$ cat src/rtl/lfsr_seq_ctrl_pkg.sv
// Purpose: shared constants, FSM state encoding and the LFSR step function
//          for the LFSR sequencer.
// Contents:
//   W, CNT_W    LFSR width and step-counter width
//   MAX_PERIOD  longest possible sequence for the 16-bit tap set
//   state_t     sequencer FSM encoding
//   lfsr_next() one Fibonacci step, x^16+x^14+x^13+x^11+1
package lfsr_seq_ctrl_pkg;

  localparam int W     = 16;
  localparam int CNT_W = 17;

  localparam logic [CNT_W-1:0] MAX_PERIOD = CNT_W'((1 << W) - 1);
  localparam logic [CNT_W-1:0] CNT_MAX    = '1;

  typedef enum logic [1:0] {
    ST_IDLE = 2'd0,
    ST_LOAD = 2'd1,
    ST_RUN  = 2'd2,
    ST_DONE = 2'd3
  } state_t;

  // Only valid for W = 16; the feedback taps are bits 0, 2, 3 and 5.
  function automatic logic [W-1:0] lfsr_next(input logic [W-1:0] s);
    return {s[0] ^ s[2] ^ s[3] ^ s[5], s[W-1:1]};
  endfunction

endpackage

$ cat src/rtl/lfsr_seq_ctrl_if.sv
// Purpose: control and stream bundle between the controller (master) and
//          the LFSR sequencer (slave).
// Signals:
//   start, abort, seed_in, max_steps   run control from the master
//   out_ready                          consumer acceptance
//   out_valid, out_data                keystream word
//   busy, done, timeout, period        run status
//   seed_err                           rejected zero-seed start pulse
interface lfsr_seq_ctrl_if;
  import lfsr_seq_ctrl_pkg::*;

  logic             start;
  logic             abort;
  logic [W-1:0]     seed_in;
  logic [CNT_W-1:0] max_steps;
  logic             out_ready;
  logic             out_valid;
  logic [W-1:0]     out_data;
  logic             busy;
  logic             done;
  logic             timeout;
  logic [CNT_W-1:0] period;
  logic             seed_err;

  modport master (
    output start, abort, seed_in, max_steps, out_ready,
    input  out_valid, out_data, busy, done, timeout, period, seed_err
  );

  modport slave (
    input  start, abort, seed_in, max_steps, out_ready,
    output out_valid, out_data, busy, done, timeout, period, seed_err
  );
endinterface

$ cat src/rtl/lfsr_seq_ctrl_core.sv
// Purpose: W-bit Fibonacci LFSR register with seed load and step enable.
// Ports:
//   i_clk, i_rst  clock, async active-high reset (state -> 0)
//   i_load        load i_seed (wins over i_en)
//   i_en          advance one step
//   i_seed        seed value
//   o_state       current register value
module lfsr_seq_ctrl_core
  import lfsr_seq_ctrl_pkg::*;
(
  input  logic         i_clk,
  input  logic         i_rst,
  input  logic         i_load,
  input  logic         i_en,
  input  logic [W-1:0] i_seed,
  output logic [W-1:0] o_state
);

  logic [W-1:0] r_state;

  always_ff @(posedge i_clk or posedge i_rst) begin
    if (i_rst) begin
      r_state <= '0;
    end else if (i_load) begin
      r_state <= i_seed;
    end else if (i_en) begin
      r_state <= lfsr_next(r_state);
    end
  end

  assign o_state = r_state;

endmodule

$ cat src/rtl/lfsr_seq_ctrl.sv
// Purpose: seeds the LFSR on start, steps it once per accepted stream word,
//          counts accepted words and ends the run when the sequence wraps to
//          the seed or the step budget is used up.
// Ports:
//   i_clk, i_rst  clock, async active-high reset
//   io_bus        slave side of lfsr_seq_ctrl_if (control, stream, status)
//
// state   | meaning
// --------+-----------------------------------------------------
// ST_IDLE | waiting for start; zero seed is rejected here
// ST_LOAD | one cycle, LFSR loaded with the captured seed
// ST_RUN  | word presented; steps on accept, abort cancels
// ST_DONE | one cycle, done pulse, then back to idle
module lfsr_seq_ctrl
  import lfsr_seq_ctrl_pkg::*;
(
  input logic            i_clk,
  input logic            i_rst,
  lfsr_seq_ctrl_if.slave io_bus
);

  state_t           r_state;
  state_t           w_state_nxt;
  logic [W-1:0]     r_seed;
  logic [CNT_W-1:0] r_budget;
  logic [CNT_W-1:0] r_count;
  logic [CNT_W-1:0] r_period;
  logic             r_timeout;
  logic             r_seed_err;

  logic             w_load;
  logic             w_en;
  logic             w_start_ok;
  logic             w_seed_rej;
  logic             w_period_hit;
  logic             w_budget_hit;
  logic [W-1:0]     w_lfsr_q;
  logic [W-1:0]     w_lfsr_nxt;
  logic [CNT_W-1:0] w_cnt_inc;

  lfsr_seq_ctrl_core u_core (
    .i_clk   (i_clk),
    .i_rst   (i_rst),
    .i_load  (w_load),
    .i_en    (w_en),
    .i_seed  (r_seed),
    .o_state (w_lfsr_q)
  );

  always_ff @(posedge i_clk or posedge i_rst) begin
    if (i_rst) begin
      r_state <= ST_IDLE;
    end else begin
      r_state <= w_state_nxt;
    end
  end

  always_comb begin
    w_state_nxt  = r_state;
    w_load       = 1'b0;
    w_en         = 1'b0;
    w_start_ok   = 1'b0;
    w_seed_rej   = 1'b0;
    w_period_hit = 1'b0;
    w_budget_hit = 1'b0;
    w_lfsr_nxt   = lfsr_next(w_lfsr_q);
    w_cnt_inc    = (r_count == CNT_MAX) ? r_count : r_count + 1'b1;

    case (r_state)
      ST_IDLE: begin
        if (io_bus.start) begin
          if (io_bus.seed_in != '0) begin
            w_start_ok  = 1'b1;
            w_state_nxt = ST_LOAD;
          end else begin
            w_seed_rej = 1'b1;
          end
        end
      end
      ST_LOAD: begin
        w_load      = 1'b1;
        w_state_nxt = io_bus.abort ? ST_IDLE : ST_RUN;
      end
      ST_RUN: begin
        // Abort outranks a same-cycle accept: the word is treated as not taken.
        if (io_bus.abort) begin
          w_state_nxt = ST_IDLE;
        end else if (io_bus.out_ready) begin
          w_en = 1'b1;
          // Stop before the seed would be re-presented.
          if (w_lfsr_nxt == r_seed) begin
            w_period_hit = 1'b1;
            w_state_nxt  = ST_DONE;
          end else if ((r_budget != '0) && (w_cnt_inc == r_budget)) begin
            w_budget_hit = 1'b1;
            w_state_nxt  = ST_DONE;
          end
        end
      end
      ST_DONE: begin
        w_state_nxt = ST_IDLE;
      end
      default: begin
        w_state_nxt = ST_IDLE;
      end
    endcase
  end

  always_ff @(posedge i_clk or posedge i_rst) begin
    if (i_rst) begin
      r_seed     <= '0;
      r_budget   <= '0;
      r_count    <= '0;
      r_period   <= '0;
      r_timeout  <= 1'b0;
      r_seed_err <= 1'b0;
    end else begin
      r_seed_err <= w_seed_rej;
      if (w_start_ok) begin
        r_seed    <= io_bus.seed_in;
        r_budget  <= io_bus.max_steps;
        r_count   <= '0;
        r_period  <= '0;
        r_timeout <= 1'b0;
      end else begin
        if (w_en) begin
          r_count <= w_cnt_inc;
        end
        if (w_period_hit) begin
          r_period <= w_cnt_inc;
        end else if (w_budget_hit) begin
          r_period  <= w_cnt_inc;
          r_timeout <= 1'b1;
        end
      end
    end
  end

  assign io_bus.out_valid = (r_state == ST_RUN);
  assign io_bus.out_data  = w_lfsr_q;
  assign io_bus.busy      = (r_state == ST_LOAD) || (r_state == ST_RUN);
  assign io_bus.done      = (r_state == ST_DONE);
  assign io_bus.timeout   = r_timeout;
  assign io_bus.period    = r_period;
  assign io_bus.seed_err  = r_seed_err;

endmodule
$ cat src/flat_wrapper.sv
// flat-port wrapper written by rule: the top's interface ports become plain ports
module lfsr_seq_ctrl_flat import lfsr_seq_ctrl_pkg::*;
  (i_clk, i_rst, io_bus_start, io_bus_abort, io_bus_seed_in, io_bus_max_steps, io_bus_out_ready, io_bus_out_valid, io_bus_out_data, io_bus_busy, io_bus_done, io_bus_timeout, io_bus_period, io_bus_seed_err);
  lfsr_seq_ctrl_if io_bus_i ();
  input logic i_clk;
  input logic i_rst;
  input wire logic [$bits(io_bus_i.start)-1:0] io_bus_start;
  input wire logic [$bits(io_bus_i.abort)-1:0] io_bus_abort;
  input wire logic [$bits(io_bus_i.seed_in)-1:0] io_bus_seed_in;
  input wire logic [$bits(io_bus_i.max_steps)-1:0] io_bus_max_steps;
  input wire logic [$bits(io_bus_i.out_ready)-1:0] io_bus_out_ready;
  output wire logic [$bits(io_bus_i.out_valid)-1:0] io_bus_out_valid;
  output wire logic [$bits(io_bus_i.out_data)-1:0] io_bus_out_data;
  output wire logic [$bits(io_bus_i.busy)-1:0] io_bus_busy;
  output wire logic [$bits(io_bus_i.done)-1:0] io_bus_done;
  output wire logic [$bits(io_bus_i.timeout)-1:0] io_bus_timeout;
  output wire logic [$bits(io_bus_i.period)-1:0] io_bus_period;
  output wire logic [$bits(io_bus_i.seed_err)-1:0] io_bus_seed_err;
  assign io_bus_i.start = io_bus_start;
  assign io_bus_i.abort = io_bus_abort;
  assign io_bus_i.seed_in = io_bus_seed_in;
  assign io_bus_i.max_steps = io_bus_max_steps;
  assign io_bus_i.out_ready = io_bus_out_ready;
  assign io_bus_out_valid = io_bus_i.out_valid;
  assign io_bus_out_data = io_bus_i.out_data;
  assign io_bus_busy = io_bus_i.busy;
  assign io_bus_done = io_bus_i.done;
  assign io_bus_timeout = io_bus_i.timeout;
  assign io_bus_period = io_bus_i.period;
  assign io_bus_seed_err = io_bus_i.seed_err;
  lfsr_seq_ctrl u_core (.i_clk(i_clk), .i_rst(i_rst), .io_bus(io_bus_i));
endmodule
$ cat config.mk
export PLATFORM = sky130hd
export DESIGN_NAME = lfsr_seq_ctrl_flat
export DESIGN_NICKNAME = d
export VERILOG_FILES = /design/src/rtl/lfsr_seq_ctrl_pkg.sv /design/src/rtl/lfsr_seq_ctrl_if.sv /design/src/rtl/lfsr_seq_ctrl_core.sv /design/src/rtl/lfsr_seq_ctrl.sv /design/src/flat_wrapper.sv
export SDC_FILE = /design/constraint.sdc
export NUM_CORES = 1
export LEC_CHECK = 0
export BUFFER_PORTS_ARGS = -buffer_cell sky130_fd_sc_hd__buf_2
export CORE_UTILIZATION = 37
export CTS_BUF_LIST = sky130_fd_sc_hd__clkbuf_8
export DETAILED_ROUTE_END_ITERATION = 10
export GPL_ROUTABILITY_DRIVEN = 0
export HOLD_SLACK_MARGIN = 0.03
export PLACE_DENSITY = 0.66
export SYNTH_ARGS = -nofsm -noshare
export SYNTH_HDL_FRONTEND = slang
export SYNTH_HIERARCHICAL = 1
export SYNTH_SLANG_ARGS = --single-unit
$ cat constraint.sdc
create_clock -name i_clk -period 3.2 [get_ports i_clk]
set_input_delay 0.64 -clock i_clk [delete_from_list [all_inputs] [get_ports i_clk]]
set_output_delay 0.64 -clock i_clk [all_outputs]
set_load 0.005 [all_outputs]
==> impl_metrics.yaml <==
outcome:
  outcome: "complete, no violations"
timing:
  maxSlewHeadroom_pct: 27.74
  hold_violations: 0
  worst_slack_ns: 0.09741
  setup_viol_count_final: 0
  drv_slew: 0
  whs_ns: 0.3464
  fin_crit_sh_pct: 96.96
  worst_pin_slew_ns: 1.082
  maxClockFrequency_mhz: 322.3
  skew_ns: 0.008457
  tns_ns: 0
  finalCriticalPeriod_ns: 3.103
placement:
  dp_hpwl_um: 10150
  dp.cells: 741
  placement.cell_area_um2: 5655
  preCtsSetupSlack_ns: 0.01028
  port_buffers: 75
power:
  power_mw: 4.472
  switchingPower_mw: 1.674
  power_frac_comb_pct: 36.6
  ir_drop_v: 0.0002484
  power.internal_mw: 2.797
  p_leak_nw: 2.497
  switching_share_pct: 37.45
  clockPowerShare_pct: 21.3
  power_density_nw_per_um2: 746.6
  seq_power_share_pct: 42.2
drt:
  wire_per_inst_um: 17.89
  ant_nets: 0
  num_vias: 4246
  drtIter0Drc: 465
  viasPerCell: 5.580
  wl_um: 13620
  drt_first_pass_iters: 5
  drc: 0
yosys:
  synth_compound_area_share_pct: 13.26
  synth-adder-area-share_pct: 1.499
  synthXorXnorAreaFrac_pct: 8.541
  synth_seq_area_share_pct: 43.46
  synth_edf_count: 0
  synth-seq-cells: 87
  synth_ff_type: "dfrtp_1"
  synth.area.mux_share_pct: 10.79
  netlist_instances: 496
  syn_avg_cell_area_um2: 10.10
  yosys_warnings: 6
  synth_simple_gate_area_share_pct: 17.63
  synth_cell_type_count: 66
  synth_top_family_by_area: "simple AND/OR/NAND/NOR gates"
  async_flop_share_pct: 100.0
  syn_area_um2: 5010
  syn_nets: 540
setup_path:
  cp-start-kind: "flop"
  end_kind: "flop"
  cp.arrival_ns: 3.39
  crit_fanout: 10
  crit_type: "flop to flop"
  worstPathRequired_ns: 3.49
  reg2reg_setup_slack_ns: 0.1
clock_network:
  clk-insertion-delay-late_ns: 0.36
  cts.sinks: 87
  clock_path_buffers: 2
  h-tree-depth: 3
  cts_tree: "built"
  path_clk_slew_ns: 0.09
  cts-root-buf: "clkbuf_8"
  cts_made_buffers: 9
finish:
  layout-drive-gt1-share_pct: 32.82
  area_growth_pct: 19.56
  antenna_cells: 0
  instances_no_fill: 761
  fillers: 1255
  fin_nets: 624
  final_area_um2: 5989
  final_core_util_pct: 45.23
global_routing:
  antenna_found_initial: 0
  overflow: 0
  grt_pass1_vias: 4166
  grt_max_degree: 47
  grt_pass1_wl_um: 22550
  grtUsageTotal_pct: 20.51
job:
  cap_violations: 0
die:
  die_h_um: 118.4
  die-area_um2: 14010
  die_x_um: 118.4
  start_util_pct: 37.83
  core-area_um2: 13240
  row_count: 42
  ios: 76
hold_path:
  hold_path_class: "input port to async pin"
-- what timing repair did --
item | CTS | global route
setup buffers | 2 | 2
resized for setup | 1 | 18
hold buffers | 0 | 0
setup endpoints to repair | 2 | 18
pin swaps | 1 | 5
-- logic make-up after synthesis --
| logic type | Yosys count |
|---|---|
| flops | 87 |
| fa+ha+maj | 6 |
| mux | 50 |
| buf+inv | 46 |
| xor+xnor | 48 |
| compound gates | 105 |
| simple gates | 154 |
-- registers in the layout (all words and copies together) (netlist names) --
signal / cells
u_core/r_state: 2
u_core/io_bus.period: 17
u_core/r_budget: 17
u_core/io_bus.timeout: 1
u_core/u_core/o_state: 16
u_core/io_bus.seed_err: 1
u_core/r_seed: 16
u_core/r_count: 17
-- routing by layer --
metal	share of wire [%]	track usage, %
met2	46	30.92
met3	6.6	3.234
met5	0	0
met1	45	29.33
met4	2.7	8.173
-- critical path, cell delays in order (launching register included) --
cell and delay, ns:
dfrtp_1 0.52, nand4_1 0.25, nor4_4 0.54, o21ai_1 0.13
nand2_1 0.08, mux2i_1 0.11, or4_4 0.57, o21ba_4 0.26
or4_1 0.42, a21oi_2 0.15
-- final timing paths --
check	to	startpoint	cells past startpoint
worst min register to register	u_core/io_bus.timeout$_DFFE_PP0P_	u_core/io_bus.timeout$_DFFE_PP0P_	2
worst max-delay path	u_core/io_bus.period[7]$_DFFE_PP0P_	u_core/r_count[2]$_DFFE_PP0P_	9
min in group i_clk	u_core/r_budget[14]$_DFFE_PP0P_	io_bus_max_steps[14]	3
worst max register to register	u_core/io_bus.period[7]$_DFFE_PP0P_	u_core/r_count[2]$_DFFE_PP0P_	9
worst min-delay path	u_core/io_bus.seed_err$_DFF_PP0_	i_rst	2
max in group asynchronous	u_core/r_count[6]$_DFFE_PP0P_	i_rst	3
-- cell usage in the layout, fill, tap and decap left out, types with 2 or more instances in the layout --
master,n
o21ai_0,23
bufinv_16,3
dfrtp_1,80
clkbuf_8,10
and2_1,2
buf_2,75
buf_4,31
and3_2,2
xnor2_1,32
nor4_1,12
o221ai_1,2
mux2_2,32
o21ai_1,11
nor2_1,20
inv_6,2
nor3_1,12
o211ai_1,2
nand4_1,17
or3_1,6
or4_4,2
nand2_1,38
or4_1,3
a31oi_1,4
nor4_2,2
and3_1,4
mux2i_1,18
a21oi_1,32
a311oi_1,12
nand3_1,13
inv_1,9
buf_12,2
a211oi_1,2
and4_1,4
xor2_1,14
nand2b_1,2
dfrtp_2,7
ha_1,5
-- cell usage after synthesis (13+ instances only) --
cell	n	share of area, %
clkbuf_1	13	0.97
nor2_1	21	1.6
mux2i_1	18	3.6
mux2_2	32	7.2
dfrtp_1	87	43
o21ai_0	23	2.3
nand4_1	17	2.1
nor4_1	13	1.6
nand2_1	38	2.8
xnor2_1	33	5.8
xor2_1	14	2.4
a21oi_1	33	3.3
nand3_1	13	1.3
-- layout make-up --
| cell class | count | area (um2) | share of cell area (%) |
|---|---|---|---|
| clock buffer | 10 | 137.6 | 2.298 |
| clock inverter | 6 | 115.1 | 1.922 |
| inverter | 11 | 41.29 | 0.6894 |
| multi-input combinational | 363 | 2641 | 44.10 |
| sequential | 87 | 2186 | 36.49 |
| tap | 176 | 220.2 | 3.677 |
| timing repair buffer | 108 | 648.1 | 10.82 |
-- power by group through the flow --
stage | combinational [mW] | clock (mW) | sequential [mW]
2_1_floorplan | 1.18 | 0 | 1.76
3_3_place_gp | 1.55 | 0 | 1.88
3_5_place_dp | 1.59 | 0 | 1.89
4_1_cts | 1.61 | 0.976 | 1.87
5_1_grt | 1.81 | 1.02 | 1.93
6_report | 1.63 | 0.951 | 1.89
Power figures use the tool's default switching activity.
